--- config.mk ---
export PLATFORM = sky130hd
export DESIGN_NAME = tm1637_frame_ctrl
export DESIGN_NICKNAME = d
export VERILOG_FILES = /design/src/rtl/tm1637_frame_ctrl_pkg.sv /design/src/rtl/tm1637_tick_gen.sv /design/src/rtl/tm1637_frame_ctrl.sv
export SDC_FILE = /design/constraint.sdc
export NUM_CORES = 1
export LEC_CHECK = 0
export BUFFER_PORTS_ARGS = -buffer_cell sky130_fd_sc_hd__buf_4
export CAP_MARGIN = 20
export CORE_AREA = 2 2 85 103
export CTS_CLUSTER_SIZE = 28
export DETAILED_ROUTE_END_ITERATION = 16
export DIE_AREA = 0 0 87 105
export PLACE_DENSITY = 0.69
export SYNTH_ARGS = -nofsm -noshare
export SYNTH_HDL_FRONTEND = slang
export SYNTH_HIERARCHICAL = 1
export SYNTH_SLANG_ARGS = --single-unit
--- constraint.sdc ---
create_clock -name i_clk -period 3.6 [get_ports i_clk]
set_input_delay 0.18 -clock i_clk [delete_from_list [all_inputs] [get_ports i_clk]]
set_output_delay 0.18 -clock i_clk [all_outputs]
set_load 0.005 [all_outputs]
--- src/rtl/tm1637_frame_ctrl_pkg.sv ---
// Shared constants, state encoding and byte helpers for the TM1637 refresh sequencer.
package tm1637_frame_ctrl_pkg;

    localparam logic [7:0] CMD_DATA   = 8'h40;
    localparam logic [7:0] CMD_ADDR   = 8'hC0;
    localparam logic [7:0] CMD_CTRL   = 8'h80;
    localparam int         PHASES     = 4;
    localparam logic [1:0] LAST_FRAME = 2'd2;

    typedef enum logic [2:0] {
        ST_IDLE,
        ST_START,
        ST_BIT,
        ST_ACK,
        ST_STOP,
        ST_NEXT
    } state_t;

    // Index of the last byte in a frame: the address frame carries command + 4 digits.
    function automatic logic [2:0] frame_last_idx(input logic [1:0] frame);
        return (frame == 2'd1) ? 3'd4 : 3'd0;
    endfunction

    function automatic logic [7:0] ctrl_byte(input logic disp_on, input logic [2:0] bright);
        return CMD_CTRL | {4'b0000, disp_on, bright};
    endfunction

endpackage

--- src/rtl/tm1637_tick_gen.sv ---
// Quarter-bit enable generator: one-cycle pulse every TICK_DIV cycles while enabled.
module tm1637_tick_gen
    import tm1637_frame_ctrl_pkg::*;
#(
    parameter int CLK_HZ = 100_000_000,
    parameter int BIT_HZ = 100_000
) (
    input  logic i_clk,
    input  logic i_rst_n,
    input  logic i_en,
    output logic o_tick
);

    localparam int TICK_DIV = CLK_HZ / (PHASES * BIT_HZ);
    localparam int CW       = (TICK_DIV > 1) ? $clog2(TICK_DIV) : 1;
    localparam logic [CW-1:0] TC = CW'(TICK_DIV - 1);

    logic [CW-1:0] cnt;

    always_ff @(posedge i_clk or negedge i_rst_n) begin
        if (!i_rst_n) begin
            cnt <= '0;
        end else if (!i_en || cnt == TC) begin
            cnt <= '0;
        end else begin
            cnt <= cnt + 1'b1;
        end
    end

    assign o_tick = i_en && (cnt == TC);

endmodule

--- src/rtl/tm1637_frame_ctrl.sv ---
// TM1637 refresh sequencer: data cmd frame, address + 4 digits frame, display ctrl frame.
//
// state    | meaning
// ---------+-------------------------------------------------------------
// ST_IDLE  | bus released, waiting for i_start
// ST_START | 2 ticks: pull DIO low with CLK high, then drop CLK
// ST_BIT   | 4 ticks per bit, LSB first, DIO updated only while CLK low
// ST_ACK   | 4 ticks: release DIO, sample slave ACK on CLK high
// ST_STOP  | 4 ticks: DIO low, CLK high, DIO high, idle gap
// ST_NEXT  | zero-tick decision: next byte, next frame or finish
module tm1637_frame_ctrl
    import tm1637_frame_ctrl_pkg::*;
#(
    parameter int CLK_HZ = 100_000_000,
    parameter int BIT_HZ = 100_000
) (
    input  logic        i_clk,
    input  logic        i_rst_n,
    input  logic        i_start,
    input  logic [31:0] i_digits,
    input  logic [2:0]  i_bright,
    input  logic        i_disp_on,
    input  logic        i_dio,
    output logic        o_scl,
    output logic        o_dio_oe,
    output logic        o_busy,
    output logic        o_done,
    output logic        o_ack_err
);

    state_t      state, state_nxt;
    logic [1:0]  phase, phase_nxt;
    logic [2:0]  bit_idx, bit_nxt;
    logic [2:0]  byte_idx, byte_nxt;
    logic [1:0]  frame_idx, frame_nxt;
    logic [7:0]  shreg, shreg_nxt;
    logic        scl_q, scl_nxt;
    logic        dio_oe_q, dio_oe_nxt;
    logic        busy_q, busy_nxt;
    logic        done_q, done_nxt;
    logic        ack_err_q, ack_err_nxt;
    logic        accept;
    logic        tick;
    logic [31:0] digits_q;
    logic [2:0]  bright_q;
    logic        disp_on_q;
    logic [2:0]  load_idx;
    logic [7:0]  load_byte;

    tm1637_tick_gen #(
        .CLK_HZ (CLK_HZ),
        .BIT_HZ (BIT_HZ)
    ) u_tick (
        .i_clk   (i_clk),
        .i_rst_n (i_rst_n),
        .i_en    (busy_q),
        .o_tick  (tick)
    );

    // NEXT preloads the following byte; START loads the first byte of its frame.
    assign load_idx = (state == ST_NEXT) ? byte_idx + 3'd1 : byte_idx;

    always_comb begin
        load_byte = CMD_DATA;
        case (frame_idx)
            2'd1: begin
                case (load_idx)
                    3'd0:    load_byte = CMD_ADDR;
                    3'd1:    load_byte = digits_q[7:0];
                    3'd2:    load_byte = digits_q[15:8];
                    3'd3:    load_byte = digits_q[23:16];
                    default: load_byte = digits_q[31:24];
                endcase
            end
            2'd2:    load_byte = ctrl_byte(disp_on_q, bright_q);
            default: load_byte = CMD_DATA;
        endcase
    end

    always_comb begin
        state_nxt   = state;
        phase_nxt   = phase;
        bit_nxt     = bit_idx;
        byte_nxt    = byte_idx;
        frame_nxt   = frame_idx;
        shreg_nxt   = shreg;
        scl_nxt     = scl_q;
        dio_oe_nxt  = dio_oe_q;
        busy_nxt    = busy_q;
        done_nxt    = 1'b0;
        ack_err_nxt = ack_err_q;
        accept      = 1'b0;

        unique case (state)
            ST_IDLE: begin
                scl_nxt    = 1'b1;
                dio_oe_nxt = 1'b0;
                if (i_start) begin
                    accept      = 1'b1;
                    busy_nxt    = 1'b1;
                    ack_err_nxt = 1'b0;
                    phase_nxt   = 2'd0;
                    frame_nxt   = 2'd0;
                    byte_nxt    = 3'd0;
                    state_nxt   = ST_START;
                end
            end
            ST_START: if (tick) begin
                if (phase == 2'd0) begin
                    dio_oe_nxt = 1'b1;
                    phase_nxt  = 2'd1;
                end else begin
                    scl_nxt   = 1'b0;
                    shreg_nxt = load_byte;
                    bit_nxt   = 3'd0;
                    phase_nxt = 2'd0;
                    state_nxt = ST_BIT;
                end
            end
            ST_BIT: if (tick) begin
                phase_nxt = phase + 2'd1;
                case (phase)
                    2'd0: begin
                        scl_nxt    = 1'b0;
                        dio_oe_nxt = ~shreg[0];
                    end
                    2'd2: scl_nxt = 1'b1;
                    2'd3: begin
                        shreg_nxt = {1'b0, shreg[7:1]};
                        if (bit_idx == 3'd7) state_nxt = ST_ACK;
                        else                 bit_nxt   = bit_idx + 3'd1;
                    end
                    default: ;
                endcase
            end
            ST_ACK: if (tick) begin
                phase_nxt = phase + 2'd1;
                case (phase)
                    2'd0: begin
                        scl_nxt    = 1'b0;
                        dio_oe_nxt = 1'b0;
                    end
                    2'd2: begin
                        scl_nxt = 1'b1;
                        if (i_dio) ack_err_nxt = 1'b1;
                    end
                    2'd3: state_nxt = (byte_idx == frame_last_idx(frame_idx)) ? ST_STOP : ST_NEXT;
                    default: ;
                endcase
            end
            ST_STOP: if (tick) begin
                phase_nxt = phase + 2'd1;
                case (phase)
                    2'd0: begin
                        scl_nxt    = 1'b0;
                        dio_oe_nxt = 1'b1;
                    end
                    2'd1: scl_nxt    = 1'b1;
                    2'd2: dio_oe_nxt = 1'b0;
                    default: state_nxt = ST_NEXT;
                endcase
            end
            ST_NEXT: begin
                if (byte_idx != frame_last_idx(frame_idx)) begin
                    byte_nxt  = byte_idx + 3'd1;
                    shreg_nxt = load_byte;
                    bit_nxt   = 3'd0;
                    state_nxt = ST_BIT;
                end else if (frame_idx == LAST_FRAME) begin
                    busy_nxt  = 1'b0;
                    done_nxt  = 1'b1;
                    state_nxt = ST_IDLE;
                end else begin
                    frame_nxt = frame_idx + 2'd1;
                    byte_nxt  = 3'd0;
                    state_nxt = ST_START;
                end
            end
            default: state_nxt = ST_IDLE;
        endcase
    end

    always_ff @(posedge i_clk or negedge i_rst_n) begin
        if (!i_rst_n) begin
            state     <= ST_IDLE;
            phase     <= 2'd0;
            bit_idx   <= 3'd0;
            byte_idx  <= 3'd0;
            frame_idx <= 2'd0;
            shreg     <= 8'h00;
            scl_q     <= 1'b1;
            dio_oe_q  <= 1'b0;
            busy_q    <= 1'b0;
            done_q    <= 1'b0;
            ack_err_q <= 1'b0;
        end else begin
            state     <= state_nxt;
            phase     <= phase_nxt;
            bit_idx   <= bit_nxt;
            byte_idx  <= byte_nxt;
            frame_idx <= frame_nxt;
            shreg     <= shreg_nxt;
            scl_q     <= scl_nxt;
            dio_oe_q  <= dio_oe_nxt;
            busy_q    <= busy_nxt;
            done_q    <= done_nxt;
            ack_err_q <= ack_err_nxt;
        end
    end

    always_ff @(posedge i_clk or negedge i_rst_n) begin
        if (!i_rst_n) begin
            digits_q  <= 32'h0;
            bright_q  <= 3'd0;
            disp_on_q <= 1'b0;
        end else if (accept) begin
            digits_q  <= i_digits;
            bright_q  <= i_bright;
            disp_on_q <= i_disp_on;
        end
    end

    assign o_scl     = scl_q;
    assign o_dio_oe  = dio_oe_q;
    assign o_busy    = busy_q;
    assign o_done    = done_q;
    assign o_ack_err = ack_err_q;

endmodule

# [Word-level counts from Yosys, hierarchy flattened]
# Index checks and enable logic that the tools add are counted.
[totals] register_bits=70 latch_bits=0 ramBits=0 romBits=0 out_inout_bits=5 wordCells=163 mem_count=0
[op_classes] n_addsub=5 multipliers=0 div=0 magnitude_cmp=0 n_eq_ne=43 shifts=0 mux=74 bitwise_logic=1 reduce_logical=25
[op_table] op="2-to-1 mux 3 bit" n=21
[op_table] op="2-to-1 mux 8 bit" n=6
[op_table] op="inequality test 2 bit (second input constant)" n=17
[op_table] op="case mux 8 bit (4 select lines)" n=1
[op_table] op="2-to-1 mux 1 bit" n=26
[op_table] op="case mux 8 bit (3 select lines)" n=1
[op_table] op="case mux 3 bit (6 select lines)" n=1
[op_table] op="case mux 8 bit (2 select lines)" n=1
[op_table] op="AND reduction 7 bit" n=2
[op_table] op="== test 3 x 2 -> 1 bit (second input constant)" n=4
[op_table] op="2-to-1 mux 2 bit" n=6
[op_table] op="AND reduction 4 bit" n=3
[op_table] op="inequality test 2 x 1 -> 1 bit (second input constant)" n=5
[op_table] op="case mux 1 bit (2 select lines)" n=5
[op_table] op="AND reduction 10 bit" n=1
[op_table] op="== test 3 bit (second input constant)" n=3
[op_table] op="case mux 3 bit (3 select lines)" n=1
[op_table] op="AND reduction 9 bit" n=1
[op_table] op="adder 8 x 1 -> 8 bit (second input constant)" n=1
[op_table] op="== test 8 bit (second input constant)" n=1
[op_table] op="adder 3 x 1 -> 3 bit (second input constant)" n=2
[op_table] op="== test 2 bit (second input constant)" n=3
[op_table] op="== test 3 x 1 -> 1 bit (second input constant)" n=2
[op_table] op="zero test 3 bit" n=2
[op_table] op="26 further kinds" n=32

# [Depth between registers and ports, before layout]
# Gate-level depths: netlist of the first run.
[logic_depth] depth_word=8 depth_mapped=11

# [Cells and area by module]
# Netlist of the first run, hierarchy kept.
[by_module_without_submodules] mod="tm1637_frame_ctrl" n_inst=1 cells_per_inst=346 area_each_um2=3548.4 seq_area_each_um2=1552.7
[by_module_without_submodules] mod="tm1637_tick_gen" n_inst=1 cells_per_inst=44 area_each_um2=442.9 seq_area_each_um2=200.2

# [Worst setup path before layout of the first run]
# Ideal clock, no wire load.
[synth_timing] kind="register to register" from="register u_tick.cnt[1]" to="register shreg[5]" setup_time_ns=0.095 arrival_time_ns=2.318 t_required_ns=3.505 path_slack_ns=1.186 path_stages_with_launch=11 n_path_buf=0 synth_period_minus_slack_ns=2.414 cell_sequence="dfrtp_1 > inv_1 > ha_1 > and4b_4 > nand2_1 > nor3_1 > nor2b_1 > nand3_1 > a22o_4 > or3_4 > o31ai_1"
[synth_via] elab_chain_cells=4
[synth_rtl] item="start, declared" line_no="tm1637_tick_gen.sv:18" text="logic [CW-1:0] cnt;"
[synth_rtl] item="start signal, assigned" line_no="tm1637_tick_gen.sv:26" text="cnt <= cnt + 1'b1;"
[synth_rtl] item="== test 8 bit (*)" line_no="tm1637_tick_gen.sv:30" text="assign o_tick = i_en && (cnt == TC);"
[synth_rtl] item="logical AND 1 bit (*)" line_no="tm1637_tick_gen.sv:30"
[synth_rtl] item="via tick" line_no="tm1637_frame_ctrl.sv:43" text="logic tick;"
[synth_rtl] item="inequality test 2 bit (no line)"
[synth_rtl] item="AND reduction 6 bit (no line) (*)"
[synth_rtl] item="end signal, assigned" line_no="tm1637_frame_ctrl.sv:202" text="shreg <= shreg_nxt;"
[synth_rtl] item="end, declared" line_no="tm1637_frame_ctrl.sv:36" text="logic [7:0] shreg, shreg_nxt;"
# Mark *: on every way through the listed nets, which the timed path passes. The rest lies on a longest branch.
# A chain may end at the register's enable or synchronous reset.

# [Worst setup path in the final report of the first run]
# Same ends and word-level chain as after synthesis.

==> flow_summary_export.csv, run 1 <==
group,metric,value,unit
synth,async_reset_ff_frac,1.000,
global_routing,grt_overflow,0,
timing,fmax,0.3579,GHz
floorplanning,num_rows,36,
detailed_routing,avgRoutedWirePerCell,16.33,um
timing,period_needed,2.794,ns
detailed_routing,dr.pass1.iters,4,
hold_path,hold_start,"i_digits[27]",
global_routing,grt_max_degree,71,
finish,final_common_cell,"dfrtp_1",
pwr,cellLeakagePower,2.089,nW
finish,n_antenna_cell,0,
clock_network,clock-sinks,70,
timing,worst_pin_slew,0.8996,ns
floorplanning,die_h,105,um
clock_network,cts_resized,0,
synth,yosys_warnings,6,
clock_network,clkLatencyLatePin,0.36,ns
finish,nNetsFinal,478,
detailed_routing,wl,8571,um
synth,ys_seq_area_frac,0.4392,
pwr,power_density,437.1,nW/um^2
setup_path,reg2reg_depth,11,
timing,slew_viol_final,0,
floorplanning,start_util,0.4950,
detailed_routing,vias,3055,
floorplanning,die_area,9135,sq um
setup_path,worstSetupPathType,"flip-flop to flip-flop",
synth,ys_ff_latch,70,
floorplanning,die_x,87,um
finish,drive_above_1_share,0.2558,
timing,hold_viol,0,
clock_network,cts_max_path_buffers,2,
synth,yosys.area.top_type,"dfrtp_1",
placement,place.detailed.hpwl,6002,um
timing,finalSetupTns,0,ns
synth,synth_edf_count,0,
floorplanning,io-pin-count,45,
global_routing,grt_antenna_before_repair,0,
synth,synth_ff_type,"dfrtp_1",
setup_path,cp.required,3.87,ns
setup_path,r2r_end,"shreg[5]",
timing,hold_ws,0.01636,ns
run,maxCapViolCount,0,
clock_network,cts_tree,"done",
global_routing,grt_pass1_wl,14520,um
placement,place_congestion,0.8868,
synth,synth.distinct_cells,60,
clock_network,clk_pin_slew,0.08,ns
synth,syn_nets,442,
finish,final_util,0.5706,
detailed_routing,ant_nets,0,
finish,syn2layout_area_growth,15.27,%
finish,fillerInstances,717,
global_routing,grt_pass1_vias,2969,
timing,worst_clock_skew,0.008929,ns
setup_path,rrSetupSlack,0.81,ns
synth,syn_area,3991,sq um
finish,regArea,1753,sq um
timing,fin_crit_sh,0.7761,
clock_network,cts_buffers,9,
finish,multi_input_comb_area,2063,sq um
hold_path,worstHoldPathCells,3,
clock_network,h-tree-depth,3,
global_routing,grt_usage,0.2032,
synth,syn_area_per_cell,10.23,sq um
synth,synthCells,390,
synth,yosys-top-cells-area,"dfrtp_1 43%, mux2_2 10%, mux2i_1 4.0%",
finish,final_cell_mix,"69 x dfrtp_1, 49 x buf_4, 37 x mux2_2",
setup_path,worst_setup_path_end_kind,"flip-flop",
clock_network,cts_root_buf,"clkbuf_8",
setup_path,r2r-start,"u_tick/cnt[1]",
placement,portBuffers,44,
timing,rsz0062_at_grt,"no",
pwr,vdd_drop_max,252.6,uV
hold_path,hold_path_class,"input port to flip-flop",
setup_path,crit_fanout,17,
detailed_routing,vias_per_cell,5.819,
synth,synth_top_area_share,0.4326,
floorplanning,core,8063,sq um
timing,setup_violations,0,
setup_path,critPathLaunchType,"flip-flop",
setup_path,cp_data_arrival_time,3.06,ns
hold_path,worst_hold_path.endpoint,"digits_q[27]",
detailed_routing,drtIter0Drc,290,
detailed_routing,drc_errors,0,
status,status,"complete, no violations",
timing,slew_headroom,0.4003,
[power breakdown]
group          switching, W  internal (W)  leakage, nW
clock network      0.000313      0.000408        0.113
registers         0.0000903      0.000872        0.890
logic              0.000155      0.000173         1.09
[sequential cells by signal (all words and copies together) (netlist names)]
register / flops
o_busy: 1
disp_on_q: 1
o_scl: 1
bright_q: 3
o_done: 1
o_dio_oe: 1
o_ack_err: 1
shreg: 8
u_tick/cnt: 8
bit_idx: 3
frame_idx: 2
digits_q: 32
byte_idx: 3
phase: 2
state: 3
[how the worst max path moves through the flow]
| stage | start | slack (ns) | depth (start not counted) | end |
|---|---|---|---|---|
| final | u_tick/cnt[1] | 0.81 | 11 | shreg[5] |
| after global routing | u_tick/cnt[1] | 0.57 | 11 | shreg[5] |
| after CTS | u_tick/cnt[1] | 0.83 | 11 | shreg[5] |
| after detailed placement | u_tick/cnt[1] | 0.85 | 11 | shreg[5] |
| after global placement | u_tick/cnt[1] | 0.98 | 11 | shreg[7] |
| after floorplan | u_tick/cnt[1] | 1.19 | 10 | shreg[5] |
[layer usage]
layer,track usage,vias to the layer above,wire (um)
met2,0.3108,79,4134
met3,0.05845,11,416
met1,0.2694,1482,3860
li1,-,1483,-
met5,0,-,0
met4,0.08036,0,160
[metrics by stage]
step | setup slack, ns | total power, W | cells | cell area (sq um)
after floorplan | 1.186 | 0.001177 | 390 | 3991
after detailed placement | 0.8458 | 0.001304 | 509 | 4370
final | 0.8061 | 0.002011 | 525 | 4601
after global placement | 0.9761 | 0.001292 | 509 | 4370
after CTS | 0.8277 | 0.002029 | 525 | 4601
after global routing | 0.5652 | 0.002109 | 525 | 4601
[cell usage after synthesis (2+ instances only)]
cell type and n:
o22ai_1 3, a41o_1 2, mux2_2 37, xor2_1 5
nand2b_1 5, nor2_1 22, a21oi_1 14, a32o_1 3
nor3b_1 2, mux4_2 2, inv_1 18, a21o_1 2
dfrtp_1 69, ha_1 12, and4b_1 3, nand4b_1 2
o221ai_1 4, and2_1 4, nand3_1 11, buf_1 2
o31ai_1 4, buf_2 10, mux2i_1 16, o32a_1 3
nor2b_1 9, buf_4 2, nand3b_1 4, o21ai_0 21
nor3_1 13, nand2_1 34, a22oi_1 3, clkbuf_1 11
a211oi_1 4, a22o_1 8
[layout make-up]
class / count / area share
Clock inverter: 5 / 0.01795
Clock buffer: 10 / 0.02992
Tap cell: 95 / 0.02584
Inverter: 18 / 0.01469
Timing Repair Buffer: 50 / 0.08213
Multi-Input combinational cell: 277 / 0.4485
Sequential cell: 70 / 0.3810
[timing repair]
item / in CTS / in global routing
setup buffers: 0 / 0
hold buffers: 1 / 0
endpoints found under the hold margin: 69 / 0
[logic make-up (layout without fill, tap and decap cells)]
kind of cell / count (synthesis) / in the layout / share of synthesized area
and+or+nand+nor: 119 / 119 / 0.1555
AOI/OAI and AO/OA: 85 / 85 / 0.1533
DFF: 70 / 70 / 0.4392
muxes: 55 / 55 / 0.1558
xor gates and xnor gates: 6 / 6 / 0.01317
buffers and inverters: 43 / 83 / 0.04545
adders and majority gates: 12 / 12 / 0.03762
[worst max-delay path, stage by stage, from the launching register on]
cell and delay [ns]:
dfrtp_1 0.41, inv_1 0.07, ha_1 0.14, and4b_4 0.25, nand2_1 0.07, nor3_1 0.19, buf_4 0.21, nor2b_1 0.24
nand3_1 0.16, a22o_4 0.32, or3_4 0.39, o31ai_1 0.24
Note: power is estimated with default switching activity, not from simulation.
==> inputs of run 2 (changes only) <==
clock period = 2.8 ns   (was 3.6 ns; I/O delays follow)
==> flow_summary_export.csv, run 2 (synthesis gave the netlist of run 1 again) <==
group,metric,value,unit
finish,final_cell_mix,"69 x dfrtp_1, 57 x buf_4, 37 x mux2_2",
pwr,intPower,0.001888,W
hold_path,hold_start,"i_digits[27]",
finish,nNetsFinal,489,
timing,slew_viol_final,0,
finish,n_antenna_cell,0,
pwr,p_sw,0.0007141,W
setup_path,crit_fanout,4,
detailed_routing,drtIter0Drc,227,
global_routing,grt_pass1_vias,3047,
setup_path,r2r-start,"u_tick/cnt[1]",
timing,layout_setup_ws,0.2581,ns
clock_network,cts_buffers,9,
timing,setup_violations,0,
global_routing,grt_usage,0.2014,
floorplanning,io-pin-count,45,
placement,place_congestion,0.8020,
run,maxCapViolCount,0,
setup_path,critPathLaunchType,"flip-flop",
setup_path,crit_slowest_cell,"dfrtp_1",
pwr,power_frac_comb,0.180,
pwr,cellLeakagePower,2.140,nW
detailed_routing,vias,3129,
finish,top_register,"digits_q",
timing,worst_clock_skew,0.009194,ns
detailed_routing,drc_errors,0,
pwr,vdd_drop_max,315.6,uV
clock_network,cts_max_path_buffers,2,
finish,largest_registers,"digits_q x32, shreg x8, u_tick/cnt x8",
setup_path,cp_data_arrival_time,2.79,ns
floorplanning,num_rows,36,
timing,fin_crit_sh,0.9078,
timing,rsz0062_at_grt,"no",
global_routing,grt_max_degree,71,
floorplanning,die_x,87,um
finish,syn2layout_area_growth,17.96,%
clock_network,clock-sinks,70,
timing,fmax,0.3934,GHz
global_routing,grt_overflow,0,
pwr,p_sw_frac,0.2745,
setup_path,crit_family,"simple AND/OR/NAND/NOR gates",
placement,detailedPlace.worstSlack,0.2187,ns
clock_network,cts_tree,"done",
clock_network,clk_pin_slew,0.08,ns
floorplanning,die_h,105,um
finish,largest_register_ffs,32,
setup_path,cp.required,3.05,ns
timing,hold_viol,0,
setup_path,critPathMaxStageDelay,0.41,ns
floorplanning,die_area,9135,sq um
detailed_routing,vias_per_cell,5.827,
detailed_routing,avgRoutedWirePerCell,16.13,um
placement,portBuffers,44,
timing,worst_pin_slew,0.8773,ns
hold_path,hold_path_class,"input port to flip-flop",
detailed_routing,ant_nets,0,
timing,period_needed,2.542,ns
floorplanning,core,8063,sq um
finish,drive_above_1_share,0.2715,
placement,place.detailed.hpwl,5982,um
setup_path,path_buf_inv,1,
global_routing,grt_pass1_wl,14690,um
clock_network,h-tree-depth,3,
detailed_routing,wl,8661,um
floorplanning,start_util,0.4950,
status,status,"complete, no violations",
clock_network,clkLatencyLatePin,0.34,ns
setup_path,worst_setup_path_end_kind,"flip-flop",
timing,finalSetupTns,0,ns
pwr,clkPwrFrac,0.354,
clock_network,cts_root_buf,"clkbuf_8",
timing,slew_headroom,0.4152,
setup_path,worstPathCellList,"inv_1, ha_1, and4b_4, nand2_1, nor3_2, nor2b_1, nand3_1, a22o_4, or3_4, o31ai_1",
global_routing,grt_antenna_before_repair,0,
detailed_routing,dr.pass1.iters,4,
setup_path,worstSetupPathType,"flip-flop to flip-flop",
setup_path,cp-startpoint,"u_tick/cnt[1]",
pwr,sequentialPowerShare,0.466,
finish,final_common_cell,"dfrtp_1",
pwr,power_density,552.6,nW/um^2
run 2: cell count changes in the layout (fill, tap and decap cells not counted):
| cell | delta |
|---|---|
| clkinv_4 | -1 |
| buf_12 | +1 |
| clkbuf_1 | +1 |
| clkinvlp_4 | +1 |
| dlygate4sd3_1 | +2 |
| nor3_1 | -1 |
| nor3_2 | +1 |
| buf_4 | +8 |
run 2: layout make-up:
class	count	area [sq um]
multi-input cells	277	2068
inverters	18	67.56
clock inverters	5	81.33
repair buffers	61	478.0
well taps	95	118.9
flip-flops and latches	70	1753
clock buffers	11	141.4
fillers	701	3354
run 2: final timing paths:
kind | end | slack [ns] | cells past startpoint
worst max-delay path | shreg[5] | 0.26 | 10
worst min register to register | bright_q[1] | 0.51 | 1
worst min-delay path | digits_q[27] | 0.006 | 3
min in group asynchronous | digits_q[30] | 0.45 | 2
worst max register to register | shreg[5] | 0.26 | 10
max in group asynchronous | o_busy | 1.77 | 2
run 2: what timing repair did:
| item | CTS | global route |
|---|---|---|
| resized for setup | 0 | 1 |
| setup buffers | 0 | 0 |
| endpoints found under the hold margin | 71 | 0 |
| endpoints found under the setup margin | 0 | 3 |
| hold buffers | 3 | 0 |
run 2: stage by stage:
step	instance area, sq um	cells	hold slack (ns)	power (W)	util
5_1_grt	4708	537	0.01090	0.002736	0.5840
6_report	4708	537	0.005521	0.002602	0.5840
4_1_cts	4703	537	0.002917	0.002632	0.5833
3_5_place_dp	4451	518	0.3195	0.001691	0.5520
3_3_place_gp	4451	518	0.3175	0.001675	0.5520
2_1_floorplan	3991	390	-0.1556	0.001513	-
run 2: worst register-to-register path, cell delays in order (launching register included):
cell and delay, ns:
dfrtp_1 0.41, inv_1 0.08, ha_1 0.17, and4b_4 0.26, nand2_1 0.08, nor3_2 0.23
nor2b_1 0.20, nand3_1 0.14, a22o_4 0.26, or3_4 0.38, o31ai_1 0.25
run 2: routing by layer:
| layer | vias to the layer above | wire, um | global-route usage |
|---|---|---|---|
| met5 | - | 0 | 0 |
| met4 | 0 | 111 | 0.07143 |
| met3 | 11 | 290 | 0.03239 |
| met2 | 64 | 4215 | 0.3228 |
| met1 | 1545 | 4044 | 0.2732 |
| li1 | 1509 | - | - |
run 2: power groups by stage:
stage / Combinational [W] / Sequential [W] / Clock (W)
finish: 0.000468 / 0.00121 / 0.000922
floorplan: 0.000310 / 0.00120 / 0
global route: 0.000524 / 0.00123 / 0.000982
global placement: 0.000451 / 0.00122 / 0
detailed placement: 0.000461 / 0.00123 / 0
CTS: 0.000472 / 0.00121 / 0.000948
